`src/rtl/capture_ctrl_4kx32.sv`:
```
// Triggered capture controller for a 2^AW x DW circular sample buffer.
// Writes every sample while armed and after the trigger, then maps chronological read indices to buffer addresses.
module capture_ctrl_4kx32 #(
    parameter int AW = 12,
    parameter int DW = 32
) (
    input  logic          clk,
    input  logic          rst_n,
    input  logic          arm,
    input  logic          abort,
    input  logic [DW-1:0] data,
    input  logic [DW-1:0] trig0,
    input  logic [DW-1:0] trig_value,
    input  logic [DW-1:0] trig_mask,
    input  logic [AW-1:0] post_count,
    output logic          ram_we,
    output logic [AW-1:0] ram_waddr,
    output logic [DW-1:0] ram_wdata,
    input  logic [AW-1:0] rd_idx,
    output logic [AW-1:0] ram_raddr,
    output logic          busy,
    output logic          triggered,
    output logic          done,
    output logic [AW-1:0] trig_addr,
    output logic [AW:0]   sample_count
);

    typedef enum logic [1:0] {
        IDLE  = 2'd0,
        ARMED = 2'd1,
        POST  = 2'd2,
        DONE  = 2'd3
    } state_t;

    state_t        state_r;
    logic [AW-1:0] ptr_r;
    logic [AW-1:0] post_r;
    logic          ram_we_r;
    logic [AW-1:0] ram_waddr_r;
    logic [DW-1:0] ram_wdata_r;
    logic [AW-1:0] ram_raddr_r;
    logic          busy_r;
    logic          triggered_r;
    logic          done_r;
    logic [AW-1:0] trig_addr_r;
    logic [AW:0]   sample_count_r;

    logic          trig_hit_s;
    logic [AW-1:0] start_s;

    assign trig_hit_s = ((trig0 & trig_mask) == (trig_value & trig_mask));

    // Oldest valid sample: address 0 until the buffer has wrapped, then the next write slot.
    always_comb begin
        start_s = {AW{1'b0}};
        if (sample_count_r[AW]) begin
            start_s = ptr_r;
        end else begin
            start_s = {AW{1'b0}};
        end
    end

    // Capture FSM with its registered write port and status outputs.
    always_ff @(posedge clk or negedge rst_n) begin
        if (!rst_n) begin
            state_r        <= IDLE;
            ptr_r          <= {AW{1'b0}};
            post_r         <= {AW{1'b0}};
            ram_we_r       <= 1'b0;
            ram_waddr_r    <= {AW{1'b0}};
            ram_wdata_r    <= {DW{1'b0}};
            busy_r         <= 1'b0;
            triggered_r    <= 1'b0;
            done_r         <= 1'b0;
            trig_addr_r    <= {AW{1'b0}};
            sample_count_r <= {(AW+1){1'b0}};
        end else if (abort) begin
            state_r     <= IDLE;
            ram_we_r    <= 1'b0;
            busy_r      <= 1'b0;
            triggered_r <= 1'b0;
            done_r      <= 1'b0;
        end else begin
            case (state_r)
                IDLE, DONE: begin
                    ram_we_r <= 1'b0;
                    if (arm) begin
                        post_r         <= post_count;
                        ptr_r          <= {AW{1'b0}};
                        sample_count_r <= {(AW+1){1'b0}};
                        triggered_r    <= 1'b0;
                        done_r         <= 1'b0;
                        busy_r         <= 1'b1;
                        state_r        <= ARMED;
                    end else begin
                        // done rises one cycle after entering DONE, i.e. after the last write is visible.
                        done_r <= (state_r == DONE);
                        busy_r <= 1'b0;
                    end
                end
                ARMED, POST: begin
                    ram_we_r    <= 1'b1;
                    ram_wdata_r <= data;
                    ram_waddr_r <= ptr_r;
                    ptr_r       <= ptr_r + AW'(1);
                    if (!sample_count_r[AW]) begin
                        sample_count_r <= sample_count_r + (AW+1)'(1);
                    end
                    if (state_r == ARMED) begin
                        if (trig_hit_s) begin
                            trig_addr_r <= ptr_r;
                            triggered_r <= 1'b1;
                            if (post_r == {AW{1'b0}}) begin
                                state_r <= DONE;
                                busy_r  <= 1'b0;
                            end else begin
                                state_r <= POST;
                            end
                        end
                    end else begin
                        post_r <= post_r - AW'(1);
                        if (post_r <= AW'(1)) begin
                            state_r <= DONE;
                            busy_r  <= 1'b0;
                        end
                    end
                end
                default: begin
                    state_r  <= IDLE;
                    ram_we_r <= 1'b0;
                    busy_r   <= 1'b0;
                end
            endcase
        end
    end

    // Chronological readout address, one cycle behind rd_idx.
    always_ff @(posedge clk or negedge rst_n) begin
        if (!rst_n) begin
            ram_raddr_r <= {AW{1'b0}};
        end else begin
            ram_raddr_r <= start_s + rd_idx;
        end
    end

    assign ram_we       = ram_we_r;
    assign ram_waddr    = ram_waddr_r;
    assign ram_wdata    = ram_wdata_r;
    assign ram_raddr    = ram_raddr_r;
    assign busy         = busy_r;
    assign triggered    = triggered_r;
    assign done         = done_r;
    assign trig_addr    = trig_addr_r;
    assign sample_count = sample_count_r;

endmodule

```
`config.mk`:
```
export PLATFORM = sky130hd
export DESIGN_NAME = capture_ctrl_4kx32
export DESIGN_NICKNAME = d
export VERILOG_FILES = /design/src/rtl/capture_ctrl_4kx32.sv
export SDC_FILE = /design/constraint.sdc
export NUM_CORES = 1
export LEC_CHECK = 0
export CAP_MARGIN = 40
export CELL_PAD_IN_SITES_DETAIL_PLACEMENT = 1
export CELL_PAD_IN_SITES_GLOBAL_PLACEMENT = 1
export CORE_UTILIZATION = 35
export CTS_CLUSTER_DIAMETER = 50
export DETAILED_ROUTE_END_ITERATION = 10
export PLACE_DENSITY_LB_ADDON = 0.1
export SYNTH_ARGS = -nofsm -noshare
export SYNTH_HDL_FRONTEND = slang
export SYNTH_SLANG_ARGS = --single-unit
```
`constraint.sdc`:
```
create_clock -name clk -period 7.45 [get_ports clk]
set_clock_uncertainty 0.2 [all_clocks]
set_input_delay 1.8625 -clock clk [delete_from_list [all_inputs] [get_ports clk]]
set_output_delay 1.8625 -clock clk [all_outputs]
set_load 0.01 [all_outputs]
```
# ---- Word-level counts from Yosys, hierarchy flattened
# Cells that the tools add are included.
dict set report classes {
  add_sub_neg 4
  order_cmp 1
  eq_ne 13
  mux 33
  bitwise 3
  n_reduce_logical 13
}
# cell n
set op_table {}
lappend op_table {{32-bit bitwise AND} 2}
lappend op_table {{12-bit two-way mux} 4}
lappend op_table {{12-bit case mux with 2 select lines} 2}
lappend op_table {{32-bit == test} 1}
lappend op_table {{13-bit two-way mux} 2}
lappend op_table {{13-bit case mux with 2 select lines} 1}
lappend op_table {{1-bit two-way mux} 15}
lappend op_table {{3-bit AND reduction} 5}
lappend op_table {{13-bit by 1-bit adder with 13-bit output, second input constant} 1}
lappend op_table {{12-bit by 1-bit adder with 12-bit output, second input constant} 1}
lappend op_table {{12-bit adder} 1}
lappend op_table {{12-bit by 1-bit less-or-equal comparator with 1-bit output, second input constant} 1}
lappend op_table {{12-bit zero test} 1}
lappend op_table {{4-bit != test, second input constant} 3}
lappend op_table {{12-bit by 1-bit subtractor with 12-bit output, second input constant} 1}
lappend op_table {{2-bit two-way mux} 5}
lappend op_table {{3-bit != test, second input constant} 3}
lappend op_table {{2-bit != test, second input constant} 3}
lappend op_table {{1-bit case mux with 2 select lines} 3}
lappend op_table {{2-bit == test, second input constant} 2}
lappend op_table {{2-bit case mux with 2 select lines} 1}
lappend op_table {{2-bit AND reduction} 2}
lappend op_table {{4-bit AND reduction} 1}
lappend op_table {{2-bit OR reduction} 2}
lappend op_table {{other kinds (4)} 4}
dict set report totals {
  regBits 111
  out_inout_bits 85
  word_cells 80
}

# ---- Logic depth before layout (Yosys ltp)
# Gate-level depths: netlist of run 1.
dict set report depth {
  ltp_word 6
  mapped_depth 11
  depth_no_buf 9
}

# ---- Worst setup path before layout of run 1
# Ideal clock, no wire load.
dict set report synth_timing {
  path_kind {input to register}
  start {in rd_idx[0]}
  end {reg ram_raddr_r[10] (netlist: ram_raddr[10])}
  setup_ns 0.087
  arrival_time_ns 3.647
  path_slack_ns 3.516
  path_stages 8
  n_path_buf 0
  cell_sequence {ha_1 fa_1 a21o_1 a21oi_1 o21bai_1 a2111o_1 a211o_1 o211ai_1}
}
dict set report synth_between {
  elab_chain_len 1
}
# element line_no
set synth_rtl {}
lappend synth_rtl {{start: declaration} 19} ;# input logic [AW-1:0] rd_idx,
lappend synth_rtl {{12-bit adder} 142} ;# ram_raddr_r <= start_s + rd_idx;
lappend synth_rtl {{end signal: assignment} 140} ;# ram_raddr_r <= {AW{1'b0}};
lappend synth_rtl {{end signal: assignment} 142}
lappend synth_rtl {{end: declaration} 41} ;# logic [AW-1:0] ram_raddr_r;
# Every way passes these cells.
# A chain may end at the register's enable or synchronous reset.

# ---- Worst setup path in the final report of run 1
dict set report layout_timing {
  start {in trig0[11]}
  end {reg trig_addr_r[10] (netlist: trig_addr[10])}
}
dict set report layout_between {
  elab_chain_len 3
}
# element line_no
set layout_rtl {}
lappend layout_rtl {{start: declaration} 12} ;# input logic [DW-1:0] trig0,
lappend layout_rtl {{32-bit bitwise AND} 51} ;# assign trig_hit_s = ((trig0 & trig_mask) == (trig_value & trig_mask));
lappend layout_rtl {{32-bit == test} 51}
lappend layout_rtl {{4-bit AND reduction (no source line)} n/a}
lappend layout_rtl {{end signal: assignment} 75} ;# trig_addr_r <= {AW{1'b0}};
lappend layout_rtl {{end signal: assignment} 111} ;# trig_addr_r <= ptr_r;
lappend layout_rtl {{end: declaration} 45} ;# logic [AW-1:0] trig_addr_r;
# Every way passes these cells.

==> results of run 1 <==
power breakdown:
group | switching [mW] | internal (mW)
Combinational | 0.387 | 0.494
Clock | 0.247 | 0.235
Sequential | 0.129 | 0.763
Total | 0.764 | 1.49
sequential cells by signal (all words and copies together) (netlist names):
signal and cells:
busy 1, done 1, post_r 12, ptr_r 12
ram_raddr 12, ram_waddr 12, ram_wdata 32, ram_we 1
sample_count 13, state_r 2, trig_addr 12, triggered 1
worst max-delay path: stages:
cell and delay (ps):
clkdlybuf4s50_1 440, xor2_1 180, a22oi_1 210, nand4_1 190, nor4_1 440, nand3_1 540
mux2_2 470
metal layers:
layer,share of wire (%),vias to the layer above,track usage (%),wire length (µm)
met5,0,-,0,0
met4,2.4,0,9.07,414
met3,4.9,26,4.29,833
met2,53,125,38.8,9000
met1,39,2464,23.5,6670
li1,-,2301,-,-
cell usage after synthesis, types with 4 or more instances:
library cell / number
nand2_1: 31
inv_1: 13
a21oi_1: 16
nor3_1: 19
ha_1: 17
o21bai_1: 4
o21ai_0: 25
nor2_1: 29
or3_1: 4
nand4_1: 9
a21o_1: 4
and3_1: 6
dfrtp_1: 111
and2_1: 12
mux2_2: 55
mux2i_1: 7
clkbuf_1: 10
xnor2_1: 11
xor2_1: 37
nand3_1: 18
a22oi_1: 22
stage by stage:
step	setup slack (ps)	power (mW)
after floorplan	3520	1.35
after global placement	2890	1.75
after detailed placement	2720	1.79
after CTS	3090	2.29
after global routing	2950	2.40
final	3150	2.26
kinds of logic (layout without fill, tap and decap cells):
logic type | Yosys count | in the layout | synth area share [%]
multiplexers | 62 | 62 | 12.2
buffers and inverters | 31 | 271 | 2.79
adder cells (fa/ha/maj) | 18 | 18 | 4.12
AND/OR/NAND/NOR | 146 | 146 | 13.1
XOR/XNOR | 48 | 48 | 7.44
AO/OA/AOI/OAI | 93 | 93 | 11.2
flip-flops | 111 | 111 | 49.1
worst max path at each step:
| stage | from | endpoint | slack [ps] | cells after the start |
|---|---|---|---|---|
| 2_1_floorplan | rd_idx[0] | ram_raddr[10] | 3520 | 8 |
| 3_3_place_gp | trig0[21] | trig_addr[9] | 2890 | 7 |
| 3_5_place_dp | trig0[11] | trig_addr[8] | 2720 | 7 |
| 4_1_cts | trig0[11] | trig_addr[8] | 3090 | 7 |
| 5_1_grt | trig0[11] | trig_addr[0] | 2950 | 7 |
| 6_report | trig0[11] | trig_addr[10] | 3150 | 7 |
final cells by class:
type                       count  area [µm²]
sequential                   111        2780
multi-input combinational    367        2720
inverter                      13        48.8
timing repair buffer         242        2410
fill                        1688        7310
clock buffer                   9         225
clock inverter                 7        63.8
tap                          216         270
==> results.ini, run 1 <==
[clock_network]
tritoncts = done
worstSkewPairLatency_ps = 360
clkSinkCount = 111
cts_root_buf = clkbuf_16
cts_buffers = 9
htree_num_levels = 3
cts-hold-fix-buffers = 0
path_clk_slew_ps = 80
postCtsSetupRepairBufs = 0
clockBufferDepth = 2
cts_resized = 0

[die]
rows = 46
die_h_um = 129
coreArea_um2 = 15800
pin_count = 241
die_w_um = 129
die_area_um2 = 16700
initial_core_util_pct = 35.7

[logic_synthesis]
synth_cells = 509
avgSynthCellArea_um2 = 11.1
yosysTopAreaCellShare_pct = 49.1
synth.distinct_cells = 56
synth_area_leaders = dfrtp_1, mux2_2, xor2_1
syn_area_um2 = 5650
synth_warnings = 0
yosys.area.top_type = dfrtp_1
syn_nets = 683
ys_ff_latch = 111
postSynth.asyncResetShare_pct = 100
yosysSeqAreaShare_pct = 49.1
synth_edf_count = 0
ys.flop_type = dfrtp_1

[route]
dr.pass1.iters = 4
wl_per_cell_um = 17.5
drt_wl_total_um = 16900
vias = 4916
drc = 0
vias_per_cell = 5.09
first_iter_violations = 97
detail-route-antenna-nets = 0

[sta]
tightest_slew_ps = 908
min_period_ps = 4300
rsz0062_at_grt = false
hold_viol = 0
drv_slew = 0
finalSetupTns_ps = 0
max_slew_margin_pct = 39.0
fin_hold_ws_ps = 313
timing.final.crit_share_pct = 57.7
max_freq_mhz = 233
setup_violations = 0

[critical_path]
crit_fanout = 12
rr_endpoint = post_r[5]
r2r_setup_slack_ps = 4340
worst_ep_required_time_ps = 7500
rr_worst_depth = 6
rr_startpoint = state_r[0]
cp-start-kind = primary input
critical_path_class = in -> reg
cp.arrival_ps = 4350
worstSetupEndpointType = flop

[place]
dpl.cell_count = 949
hpwl_um = 13200
port_buffers = 240
dpl_cell_area_um2 = 8230
gp_congestion = 0.761

[cells_and_area]
nNetsFinal = 918
drive_gt1_share_pct = 11.5
final_common_cell = clkdlybuf4s50_1
final_util_pct = 53.8
instances_no_fill = 965
antennaDiodeCount = 0
stdcell_area_um2 = 8520
area_growth_pct = 50.7
final_cell_mix = clkdlybuf4s50_1, dfrtp_1, mux2_2, xor2_1, nand2_1

[pwr]
vdd_drop_max_mv = 0.170
leakage_nw = 3.61
power_per_cell_area_nw_per_um2 = 265

[job]
maxCapViolCount = 0

[hold_path]
holdPathStages = 1
min-delay-start = trig_addr[1]
hold_end = trig_addr[1]
hold_class = reg -> reg

[grt]
grt_pass1_wl_um = 27200
grt_usage_pct = 21.1
grt_pass1_vias = 5376
grt-ovfl-total = 0
antenna_found_initial = 0
grt_max_degree = 65

[status]
status = finished, final reports clean

Note: power is estimated with default switching activity, not from simulation.
==> run 2: changes to the inputs <==
Settings changed: CORE_UTILIZATION 35 to 29.
Clock period 7.45 ns to 3.6 ns, I/O delays scaled along.
==> results.ini, run 2 (same netlist as run 1, synthesis figures left out) <==
[pwr]
p_int_mw = 3.19  ; +110%
leakage_nw = 3.65  ; +1.3%
vdd_drop_max_mv = 0.347  ; +100%
power_frac_comb_pct = 39.4  ; +0.4 points
power_per_cell_area_nw_per_um2 = 546  ; +110%
power_frac_clock_pct = 21.6  ; +0.2 points
power.share.sequential_pct = 39.0  ; -0.6 points
p_sw_mw = 1.54  ; +100%
swShare_pct = 32.5  ; -1.3 points

[clock_network]
cts_root_buf = clkbuf_16
postCtsSetupRepairBufs = 0  ; unchanged
cts-hold-fix-buffers = 0  ; unchanged
htree_num_levels = 3  ; unchanged
tritoncts = done
worstSkewPairLatency_ps = 350  ; about the same
path_clk_slew_ps = 70  ; about the same
clockBufferDepth = 2  ; unchanged
clkSinkCount = 111  ; unchanged
cts_buffers = 9  ; unchanged
cts_resized = 0  ; unchanged

[cells_and_area]
largest_reg_flops = 32  ; unchanged
nNetsFinal = 926  ; +0.87%
area_growth_pct = 53.1
drive_gt1_share_pct = 12.3  ; +0.80 points
antennaDiodeCount = 0  ; unchanged
final_cell_mix = clkdlybuf4s50_1, dfrtp_1, mux2_2, xor2_1, nand2_1
final_common_cell = clkdlybuf4s50_1

[hold_path]
hold_class = reg -> reg
holdPathStages = 2  ; +1

[route]
dr_wl_met3_um = 825  ; -0.96%
wl_met1_um = 7380  ; +11%
wl_per_cell_um = 16.9  ; -3.4%
first_iter_violations = 120  ; +24%
drc = 0  ; unchanged
vias_per_cell = 4.75  ; -6.8%
detail-route-antenna-nets = 0  ; unchanged
wl_met2_um = 8800  ; -2.2%
drt_wl_total_um = 17200  ; +1.9%
highest_layer = met4
dr.pass1.iters = 4  ; unchanged
vias = 4831  ; -1.7%

[sta]
timing.final.crit_share_pct = 89.7
max_slew_margin_pct = 56.6  ; +18 points
setup_violations = 0  ; unchanged
drv_slew = 0  ; unchanged
tightest_slew_ps = 651  ; -257 ps
min_period_ps = 3230
layout_setup_ws_ps = 371  ; -2780 ps
finalSetupTns_ps = 0  ; unchanged
hold_viol = 0  ; unchanged
rsz0062_at_grt = false
max_freq_mhz = 310

[place]
port_buffers = 240  ; unchanged
hpwl_um = 13300  ; +1.1%
gp_congestion = 0.854  ; +12%
place_ws_ps = 33.7  ; -2680 ps

[status]
status = finished, final reports clean

[critical_path]
cp.arrival_ps = 3300  ; -1050 ps
critical_path_class = in -> reg
cp-start-kind = primary input
slowest_stage = a2111o_1
rr_worst_depth = 9  ; +3
worst_ep_required_time_ps = 3670  ; -3830 ps
path_cells = clkdlybuf4s50_1 -> ha_1 -> fa_1 -> a21o_1 -> a21oi_1 -> o21bai_1 -> a2111o_1 -> a211o_1 -> o211ai_1
crit_fanout = 2  ; -10
max_stage_delay_ps = 450  ; -90 ps
worstSetupEndpointType = flop

[die]
initial_core_util_pct = 29.9  ; -5.8 points
pin_count = 241  ; unchanged
die_w_um = 142  ; +9.7%
die_area_um2 = 20100  ; +20%
die_h_um = 142  ; +9.7%
rows = 50  ; +8.7%
coreArea_um2 = 18900  ; +19%

[grt]
grt-ovfl-total = 0  ; unchanged
grt_usage_pct = 17.8  ; -3.3 points
grt_pass1_vias = 5233  ; -2.7%
antenna_found_initial = 0  ; unchanged
grt_pass1_wl_um = 28000  ; +2.9%
grt_max_degree = 112  ; +72%

[job]
maxCapViolCount = 0  ; unchanged

[run 2: final timing paths]
path	from	end	slack [ps]
min in group asynchronous	rst_n	ram_raddr[0]	420
hold / removal	ram_waddr[1]	ram_waddr[1]	300
max in group asynchronous	rst_n	post_r[11]	2290
hold reg to reg	ram_waddr[1]	ram_waddr[1]	300
setup reg to reg	ptr_r[0]	ram_raddr[10]	640
setup / recovery	rd_idx[0]	ram_raddr[10]	370
[run 2: per-layer routing]
metal | track usage, % | vias to the layer above
li1 | - | 2315
met1 | 21.8 | 2381
met2 | 31.3 | 117
met3 | 4.32 | 18
met4 | 4.13 | 0
met5 | 0 | -
[run 2: per-stage QoR]
stage	cell area [µm²]	util (%)	power (mW)	cells	hold WS, ps
after floorplan	5650	-	2.79	509	286
after global placement	8360	44.2	3.68	1001	274
after detailed placement	8360	44.2	3.76	1001	288
after CTS	8660	45.8	4.81	1017	304
after global routing	8660	45.8	5.05	1017	324
final	8660	45.8	4.73	1017	302
[run 2: worst max-delay path: cells and delay by family]
family | cells | cell delay [ps]
AOI/OAI and AO/OA | 6 | 1360
adders and majority gates | 2 | 640
buffers and inverters | 1 | 400
[run 2: area by class of cell]
type                       instances  area, µm²
fill                            2069      10200
sequential                       111       2780
multi-input combinational        367       2720
timing repair buffer             250       2490
tap                              260        325
clock buffer                      11        243
clock inverter                     5       56.3
inverter                          13       48.8
[run 2: power by group through the flow]
stage	logic, mW	clock network [mW]	registers [mW]
after global placement	1.84	0	1.84
after detailed placement	1.89	0	1.86
final	1.86	1.02	1.84
after global routing	2.04	1.11	1.89
after CTS	1.90	1.07	1.84
after floorplan	0.864	0	1.93
==> run 3: changes to the inputs <==
Settings changed: CAP_MARGIN 40 to 20, CORE_ASPECT_RATIO set to 1.5, SKIP_CTS_REPAIR_TIMING set to 1.
==> results.ini, run 3 (same netlist as run 1, synthesis figures left out) <==
[sta]
setup_violations = 0  ; unchanged
timing.final.crit_share_pct = 88.8  ; -0.91 points
drv_slew = 0  ; unchanged
min_period_ps = 3200  ; -32.8 ps
max_freq_mhz = 313  ; +1.0%
rsz0062_at_grt = false
tightest_slew_ps = 584  ; -67.0 ps
hold_viol = 0  ; unchanged
max_slew_margin_pct = 61.1  ; +4.5 points
finalSetupTns_ps = 0  ; unchanged

[critical_path]
cp.arrival_ps = 3270  ; -30 ps
worstSetupEndpointType = flop
cp-start-kind = primary input
critical_path_class = in -> reg
rr_worst_depth = 9  ; unchanged
worst_ep_required_time_ps = 3680  ; about the same
crit_fanout = 2  ; unchanged

[route]
drt_wl_total_um = 17300  ; +0.35%
dr_wl_met3_um = 590  ; -28%
highest_layer = met4
detail-route-antenna-nets = 0  ; unchanged
wl_met2_um = 10000  ; +14%
vias = 4869  ; +0.79%
wl_per_cell_um = 17.0  ; +0.55%
drc = 0  ; unchanged
wl_met1_um = 6310  ; -14%
first_iter_violations = 101  ; -16%
dr.pass1.iters = 4  ; unchanged
vias_per_cell = 4.80  ; +0.99%

[clock_network]
clockBufferDepth = 2  ; unchanged
htree_num_levels = 3  ; unchanged
clkSinkCount = 111  ; unchanged
cts_buffers = 9  ; unchanged
tritoncts = done
cts_root_buf = clkbuf_16
path_clk_slew_ps = 80  ; about the same
worstSkewPairLatency_ps = 360  ; about the same

[grt]
grt_max_degree = 72  ; -36%
grt_pass1_wl_um = 28100  ; +0.42%
grt_usage_pct = 18.1  ; +0.34 points
grt_pass1_vias = 5459  ; +4.3%
antenna_found_initial = 0  ; unchanged
grt-ovfl-total = 0  ; unchanged

[die]
die_area_um2 = 20100  ; about the same
rows = 62  ; +24%
pin_count = 241  ; unchanged
initial_core_util_pct = 29.5  ; -0.42 points
die_w_um = 116  ; -18%
coreArea_um2 = 19200  ; +1.4%
die_h_um = 173  ; +22%

[cells_and_area]
nNetsFinal = 928  ; +0.22%
final_cell_mix = clkdlybuf4s50_1, dfrtp_1, mux2_2, xor2_1, nand2_1
instances_no_fill = 1015  ; -0.20%
drive_gt1_share_pct = 12.6  ; +0.36 points
area_growth_pct = 53.7
final_common_cell = clkdlybuf4s50_1
seq_area_um2 = 2780  ; unchanged
antennaDiodeCount = 0  ; unchanged
fill_cells = 2130  ; +2.9%
largest_reg_flops = 32  ; unchanged
multi_input_area_um2 = 2720  ; unchanged
stdcell_area_um2 = 8690  ; +0.36%

[status]
status = finished, final reports clean

[place]
gp_congestion = 0.859  ; +0.56%
dpl.cell_count = 999  ; -0.20%
hpwl_um = 13700  ; +3.2%
port_buffers = 240  ; unchanged
dpl_cell_area_um2 = 8370  ; +0.12%

[pwr]
leakage_nw = 3.68  ; +0.61%
vdd_drop_max_mv = 0.294  ; -15%
power_per_cell_area_nw_per_um2 = 551  ; +0.85%

[job]
maxCapViolCount = 0  ; unchanged

[hold_path]
holdPathStages = 2  ; unchanged
hold_class = reg -> reg

run 3: cell count changes in the layout (fill, tap and decap cells not counted), sizes merged:
cell | before | now
clkbuf | 11 | 9
clkinvlp | 1 | 0
inv | 14 | 18
clkinv | 2 | 1
buf | 11 | 13
run 3: metal layers:
metal  global-route usage [%]  vias up
met1                     19.5     2416
met4                     6.89        0
li1                         -     2333
met5                        0        -
met3                     2.63       22
met2                     34.6       98
run 3: critical path: stages:
cell and delay, ps:
clkdlybuf4s50_1 400, ha_1 230, fa_1 390, a21o_1 170
a21oi_1 220, o21bai_1 130, a2111o_1 460, a211o_1 280
o211ai_1 90
run 3: layout make-up:
type,count,area share (%)
clock inverter,7,1.09
multi-input combinational,367,31.3
tap,256,3.69
clock buffer,9,2.59
timing repair buffer,252,28.8
sequential,111,32.0
inverter,13,0.562
run 3: path summary, 6_finish.rpt:
check | start | endpoint | slack [ps]
max | rd_idx[0] | ram_raddr[10] | 400
min in group asynchronous | rst_n | ram_raddr[1] | 330
max reg2reg | ptr_r[0] | ram_raddr[10] | 690
max in group asynchronous | rst_n | sample_count[10] | 2080
min | ram_waddr[1] | ram_waddr[1] | 290
min reg2reg | ram_waddr[1] | ram_waddr[1] | 290
run 3: through the flow:
step	util (%)	setup WS (ps)	hold WS (ps)	power (mW)
final	45.3	404	290	4.79
after floorplan	-	628	286	2.79
after CTS	45.3	391	300	4.88
after detailed placement	43.7	12.9	281	3.76
after global placement	43.7	41.9	271	3.68
after global routing	45.3	308	332	5.11
run 3: power breakdown:
part	switching, mW	total [mW]	internal, mW
registers	0.256	1.83	1.58
logic	0.806	1.86	1.05
clock network	0.525	1.09	0.567
total	1.59	4.79	3.20
